### config.mk
export PLATFORM = sky130hd
export DESIGN_NAME = kernel_ddr3_mem_dmaster_rl_timing_adt
export DESIGN_NICKNAME = d
export VERILOG_FILES = /design/src/rtl/kernel_ddr3_mem_dmaster_rl_timing_adt.sv
export SDC_FILE = /design/constraint.sdc
export NUM_CORES = 1
export LEC_CHECK = 0
export CAP_MARGIN = 5
export CORE_ASPECT_RATIO = 0.6
export CORE_MARGIN = 3
export CORE_UTILIZATION = 25
export CTS_CLUSTER_SIZE = 30
export DETAILED_ROUTE_END_ITERATION = 8
export PLACE_DENSITY = 0.48
export SLEW_MARGIN = 40
export SYNTH_ARGS = -nofsm -noshare
export SYNTH_HDL_FRONTEND = slang
export SYNTH_SLANG_ARGS = --single-unit
### constraint.sdc
create_clock -name clk -period 3.6 [get_ports clk]
set_input_delay 0.72 -clock clk [delete_from_list [all_inputs] [get_ports clk]]
set_output_delay 0.72 -clock clk [all_outputs]
set_load 0.05 [all_outputs]
### src/rtl/kernel_ddr3_mem_dmaster_rl_timing_adt.sv
// Ready-latency timing adapter: upstream source with ready latency IN_RL
// feeding a ready-latency-0 sink through a small show-ahead FIFO. The FIFO
// absorbs beats still in flight when the sink stalls. Fill level, a sticky
// overflow flag and a sticky upstream-protocol flag are reported.
module kernel_ddr3_mem_dmaster_rl_timing_adt #(
  parameter  int DATA_W = 8,
  parameter  int IN_RL  = 1,
  parameter  int DEPTH  = 4,
  localparam int CW     = $clog2(DEPTH + 1)
) (
  input  logic              clk,
  input  logic              reset,
  input  logic              in_valid,
  input  logic [DATA_W-1:0] in_data,
  output logic              in_ready,
  output logic              out_valid,
  output logic [DATA_W-1:0] out_data,
  input  logic              out_ready,
  output logic [CW-1:0]     fill_level,
  output logic              overflow,
  output logic              protocol_err
);

  // Pointer width; a single-entry FIFO still needs one bit to index.
  localparam int            PW   = (DEPTH > 1) ? $clog2(DEPTH) : 1;
  localparam logic [CW-1:0] FULL = CW'(DEPTH);
  localparam logic [PW-1:0] LAST = PW'(DEPTH - 1);

  // Refuse to elaborate with an illegal latency or an undersized/odd depth.
  if (IN_RL < 0 || IN_RL > 3 || DEPTH < IN_RL + 1 || (DEPTH & (DEPTH - 1)) != 0) begin : g_bad_param
    $error("kernel_ddr3_mem_dmaster_rl_timing_adt: illegal IN_RL/DEPTH combination");
  end

  logic [DATA_W-1:0] mem [DEPTH];
  logic [PW-1:0]     wp, rp;
  logic [CW-1:0]     cnt;
  logic [IN_RL:0]    rh;      // rh[k] = in_ready from k cycles ago
  logic              pop, push, drop, late;

  // Show-ahead head: data is valid whenever anything is stored.
  assign out_valid  = (cnt != '0);
  assign out_data   = mem[rp];
  assign fill_level = cnt;

  // A full FIFO still takes a beat when the head leaves in the same cycle.
  assign pop  = out_valid & out_ready;
  assign push = in_valid & ((cnt != FULL) | pop);
  assign drop = in_valid & ~push;

  // Keep IN_RL+1 free slots so beats already in flight always fit; the
  // decision uses only registered occupancy, so a same-cycle pop does not
  // raise ready until the following cycle.
  assign in_ready = ~reset & ((32'(DEPTH) - 32'(cnt)) >= 32'(IN_RL + 1));

  // A beat is legal only if ready was high IN_RL cycles before it.
  assign late = in_valid & ~rh[IN_RL];

  if (IN_RL == 0) begin : g_rl0
    assign rh = in_ready;
  end else begin : g_rln
    logic [IN_RL-1:0] rh_q;
    // Ready history shift register; cleared so early post-reset beats are flagged.
    always_ff @(posedge clk) begin
      if (reset) rh_q <= '0;
      else       rh_q <= rh[IN_RL-1:0];
    end
    assign rh = {rh_q, in_ready};
  end

  // Storage array; contents are deliberately not reset.
  always_ff @(posedge clk) begin
    if (push) mem[wp] <= in_data;
  end

  // Pointers, occupancy and sticky error flags.
  always_ff @(posedge clk) begin
    if (reset) begin
      wp           <= '0;
      rp           <= '0;
      cnt          <= '0;
      overflow     <= 1'b0;
      protocol_err <= 1'b0;
    end else begin
      if (push) wp <= (wp == LAST) ? '0 : wp + 1'b1;
      if (pop)  rp <= (rp == LAST) ? '0 : rp + 1'b1;
      case ({push, pop})
        2'b10:   cnt <= cnt + 1'b1;
        2'b01:   cnt <= cnt - 1'b1;
        default: cnt <= cnt;
      endcase
      if (drop) overflow     <= 1'b1;
      if (late) protocol_err <= 1'b1;
    end
  end

endmodule

======== Word level (Yosys, flattened, before mapping) ========
Memory sizes are Yosys's and may differ from the RTL's. A register that Yosys moved wholly into a read port is not among the register bits.
Cells that the tools add are included.
Widths: inputs -> output; s select.
cells by class
  add/sub/neg operators ................... 5
  multipliers ............................. 0
  divide/modulo/power cells ............... 0
  order comparisons ....................... 1
  equality and inequality tests ........... 5
  shift-type cells ........................ 0
  multiplexer cells ....................... 7
  bitwise gates (word level) .............. 9
  reduce and logical (&&, ||, !) cells .... 2
operators with widths
  kind                 number
  $ge 32x2->1 const B  1
  $mux 2               4
  $eq 2x2->1 const B   3
  $pmux 3 s2           1
  $and 1x1->1          5
  $add 2x1->2 const B  2
  $sub 3x3->4 const A  1
  $add 3x1->3 const B  1
  $ne 3x3->1 const B   1
  $not 1->1            3
  $reduce_bool 3->1    1
  $sub 3x1->3 const B  1
  $eq 2x1->1 const B   1
  $mux 1               2
  $reduce_bool 2->1    1
  $or 1x1->1           1
word-level totals
  register bits after elaboration ......... 10
  latch bits .............................. 0
  memory bits (writable) .................. 32
  ROM bits ................................ 0
  input bits .............................. 12
  output and inout port bits .............. 15
  memories ................................ 1
memory list
  memory  depth  bits a word  read ports  clocked after memory_dff  write ports  RTL line  RTL
  mem     4      8            1           1                         1            34        logic [DATA_W-1:0] mem [DEPTH];

======== Logic depth before layout (Yosys ltp) ========
  depth in word-level cells ............... 6
  depth in mapped cells ................... 12
  depth with buffers taken out ............ 12

======== Worst setup path after synthesis ========
OpenSTA, ideal clock, no wires.
  kind .................................... flip-flop to output port
  start ................................... register cnt[0], in the netlist fill_level[0]
  end ..................................... output in_ready
  arrival time ............................ 2167 ps
  required time ........................... 2880 ps
  setup slack ............................. 713 ps
  cell stages (with the launch flop) ...... 5
  buffers on the path ..................... 0
  cell sequence ........................... dfxtp_1 > inv_1 > ha_1 > ha_1 > a31oi_1
on the way
  longest elaborated chain between the ends .. 3
RTL lines
  item                      RTL line  RTL
  start: declaration        36        logic [CW-1:0] cnt;
  start signal: assignment  87        2'b10: cnt <= cnt + 1'b1;
  start signal: assignment  88        2'b01: cnt <= cnt - 1'b1;
  start signal: assignment  89        default: cnt <= cnt;
  $sub 3x3->4               53        assign in_ready = ~reset & ((32'(DEPTH) - 32'(cnt)) >= 32'(IN_RL + 1));
  $ge 32x2->1               53
  $and 1x1->1               53
  end: declaration          15        output logic in_ready,
Every way passes these cells.

==> metrics.txt <==
die area=8310 um^2; vias in the first global route=1018; pre-CTS WS=0.700 ns; final std cells w/o fill=230; Die Span Y=71.8 um; Slew Limit Fails=0; Cell Area, Synth=1810 um^2; Setup Crit Path Kind=reg -> out; clk sink count=44; Clock Tree Root=clkbuf_16; cells after synthesis=111; Max Clock Freq=330 MHz; initial antenna violation count=0; PwrDens=820 nW/um^2; Ports=27; Final WS setup=0.573 ns; Setup Skew=0.00446 ns; Setup-failing EPs final=0; routing usage on met3=3.46%; Comb power frac=37.3%; clk slew on worst S/H paths=0.06 ns; status=completed; crit path DAT=2.31 ns; clock share of power=27.0%; core region area=6850 um^2; Pint=0.00123 W; static leakage power=0.821 nW; Final Cycle Share=84.1%; Area contributors post-synth=edfxtp_1, dfxtp_1, mux4_2; Initial Util=26.4%; required time worst endpoint=2.88 ns; grt peak-use layer=met2; Total Routing Usage GR=8.67%; HP Class=reg -> reg; syn_area_per_cell=16.3 um^2; post-synth top area share=53.2%; Die Width=116 um; Post-CTS Setup Bufs=0; CP Launch Type=flop; max-capacitance violation count=0; hold-fix buffers at CTS=0; Routed wire per std cell=14.3 um; layout cells sized above 1=13.3%; Cell Count Post-Placement=222; setup_tns=0 ns; GR Overflow Total=0; CTS tree=yes; Post-layout nets=165; sequential share of the synthesized area=66.5%; cts bufs inserted=5; hpwl dp=2460 um; Sw Share=35.9%; setup repair after global routing missed its margin=no; Slew headroom=59.9%; area delta synth->final=29.2%; GP Congestion=0.751; post-detailed-route count of antenna-violating nets=0; final number of hold-violating endpoints=0; cell taking the most area after synthesis=edfxtp_1; first-pass GRT wire length=5220 um; ANT cells=0; Max VDD drop=314 uV; # rows=23; #FFs+latches synth=44; final hold slack=0.490 ns; post-cts resize count=0; grt met1 use=10.7%; post-layout util=34.1%; crit-path max FO=8; DRC=0; Final min period=3.03 ns; drt first pass iters=4; synth warn=0; Worst Setup End Kind=output pin; Worst-Margin Slew=0.601 ns; largest net degree at the start of global routing=16; Final Routed Wirelength=3290 um; CTS Buffer Depth=2; clk_lat worst skew=0.28 ns; DR vias/cell=4.25; Flop pwr share=35.7%; via count=977; Initial DRC Count=27; P_sw=0.000687 W; Post-Syn Nets=134; M2 GR Usage=14.1%; synth unique cells=23; # H-tree levels=2; Port Buffers=26
[logic make-up (layout without fill, tap and decap cells)]
group	count (synthesis)	in the layout	synth area share, %
DFF	44	44	66.5
and+or+nand+nor	20	20	5.75
buffers and inverters	13	45	3.26
adders and majority gates	11	11	8.04
muxes	11	11	11.7
AOI/OAI and AO/OA	10	10	3.74
xor gates and xnor gates	2	2	0.970
[Yosys cell counts]
master / count
ha_1: 10
fa_1: 1
nor3_1: 1
edfxtp_1: 32
nand2_1: 2
buf_6: 1
nor2_1: 9
o21ai_0: 2
a21boi_4: 1
a21oi_1: 4
a31oi_1: 3
mux4_2: 8
and2_1: 4
inv_1: 10
buf_2: 1
or3_1: 1
nand2b_1: 2
clkbuf_2: 1
xor2_1: 2
nand2b_4: 1
dfxtp_1: 12
mux2i_1: 2
mux2_1: 1
[area by class of cell]
type	instances	area, um^2
multi-input combinational	54	546
inverter	10	37.5
clock buffer	5	125
sequential	44	1200
clock inverter	3	46.3
fill	672	4520
tap	87	109
timing repair buffer	27	268
[layout by cell type (no fill, tap or decap), drive strengths merged, types with 2 or more instances in the layout]
master | netlist | layout
dfxtp | 12 | 12
o21ai | 2 | 2
inv | 10 | 11
a31oi | 3 | 3
mux2i | 2 | 2
nand2 | 2 | 2
clkbuf | 1 | 5
edfxtp | 32 | 32
nand2b | 3 | 3
ha | 10 | 10
xor2 | 2 | 2
and2 | 4 | 4
mux4 | 8 | 8
clkdlybuf4s50 | 0 | 26
a21oi | 4 | 4
nor2 | 9 | 9
[layer usage]
| layer | routed length (um) | vias to the layer above |
|---|---|---|
| li1 | - | 464 |
| met3 | 154 | 3 |
| met5 | 0 | - |
| met4 | 16 | 0 |
| met2 | 1580 | 21 |
| met1 | 1530 | 489 |
[path summary, 6_finish.rpt]
path	from	endpoint	slack, ns	depth (start not counted)
setup reg to reg	fill_level[0]	fill_level[2]	1.05	11
hold / removal	overflow	overflow	0.49	2
hold reg to reg	overflow	overflow	0.49	2
setup / recovery	flop	out_data[1]	0.57	2
[critical path, cell delays in order (launching register included)]
cell and delay, ns:
dfxtp_1 0.70, mux4_2 0.61, clkdlybuf4s50_1 0.72
[registers in the layout, summed over array words and instances, names as in the netlist, named ones only]
register and flops:
fill_level 3, g_rln.rh_q 1, mem 32, overflow 1, protocol_err 1, rp 2, wp 2
[power groups by stage]
stage,clock network (W),registers [W],logic (W)
6_report,0.000516,0.000683,0.000714
5_1_grt,0.000551,0.000697,0.000764
4_1_cts,0.000530,0.000685,0.000725
3_5_place_dp,0,0.000695,0.000721
3_3_place_gp,0,0.000690,0.000710
2_1_floorplan,0,0.000721,0.000478
[metrics by stage]
step,total power [W],instance area (um^2)
detailed placement,0.00142,2160
global placement,0.00140,2160
floorplan,0.00120,1810
CTS,0.00194,2330
finish,0.00191,2330
global route,0.00201,2330
No activity file was read; power rests on OpenSTA's default activity.
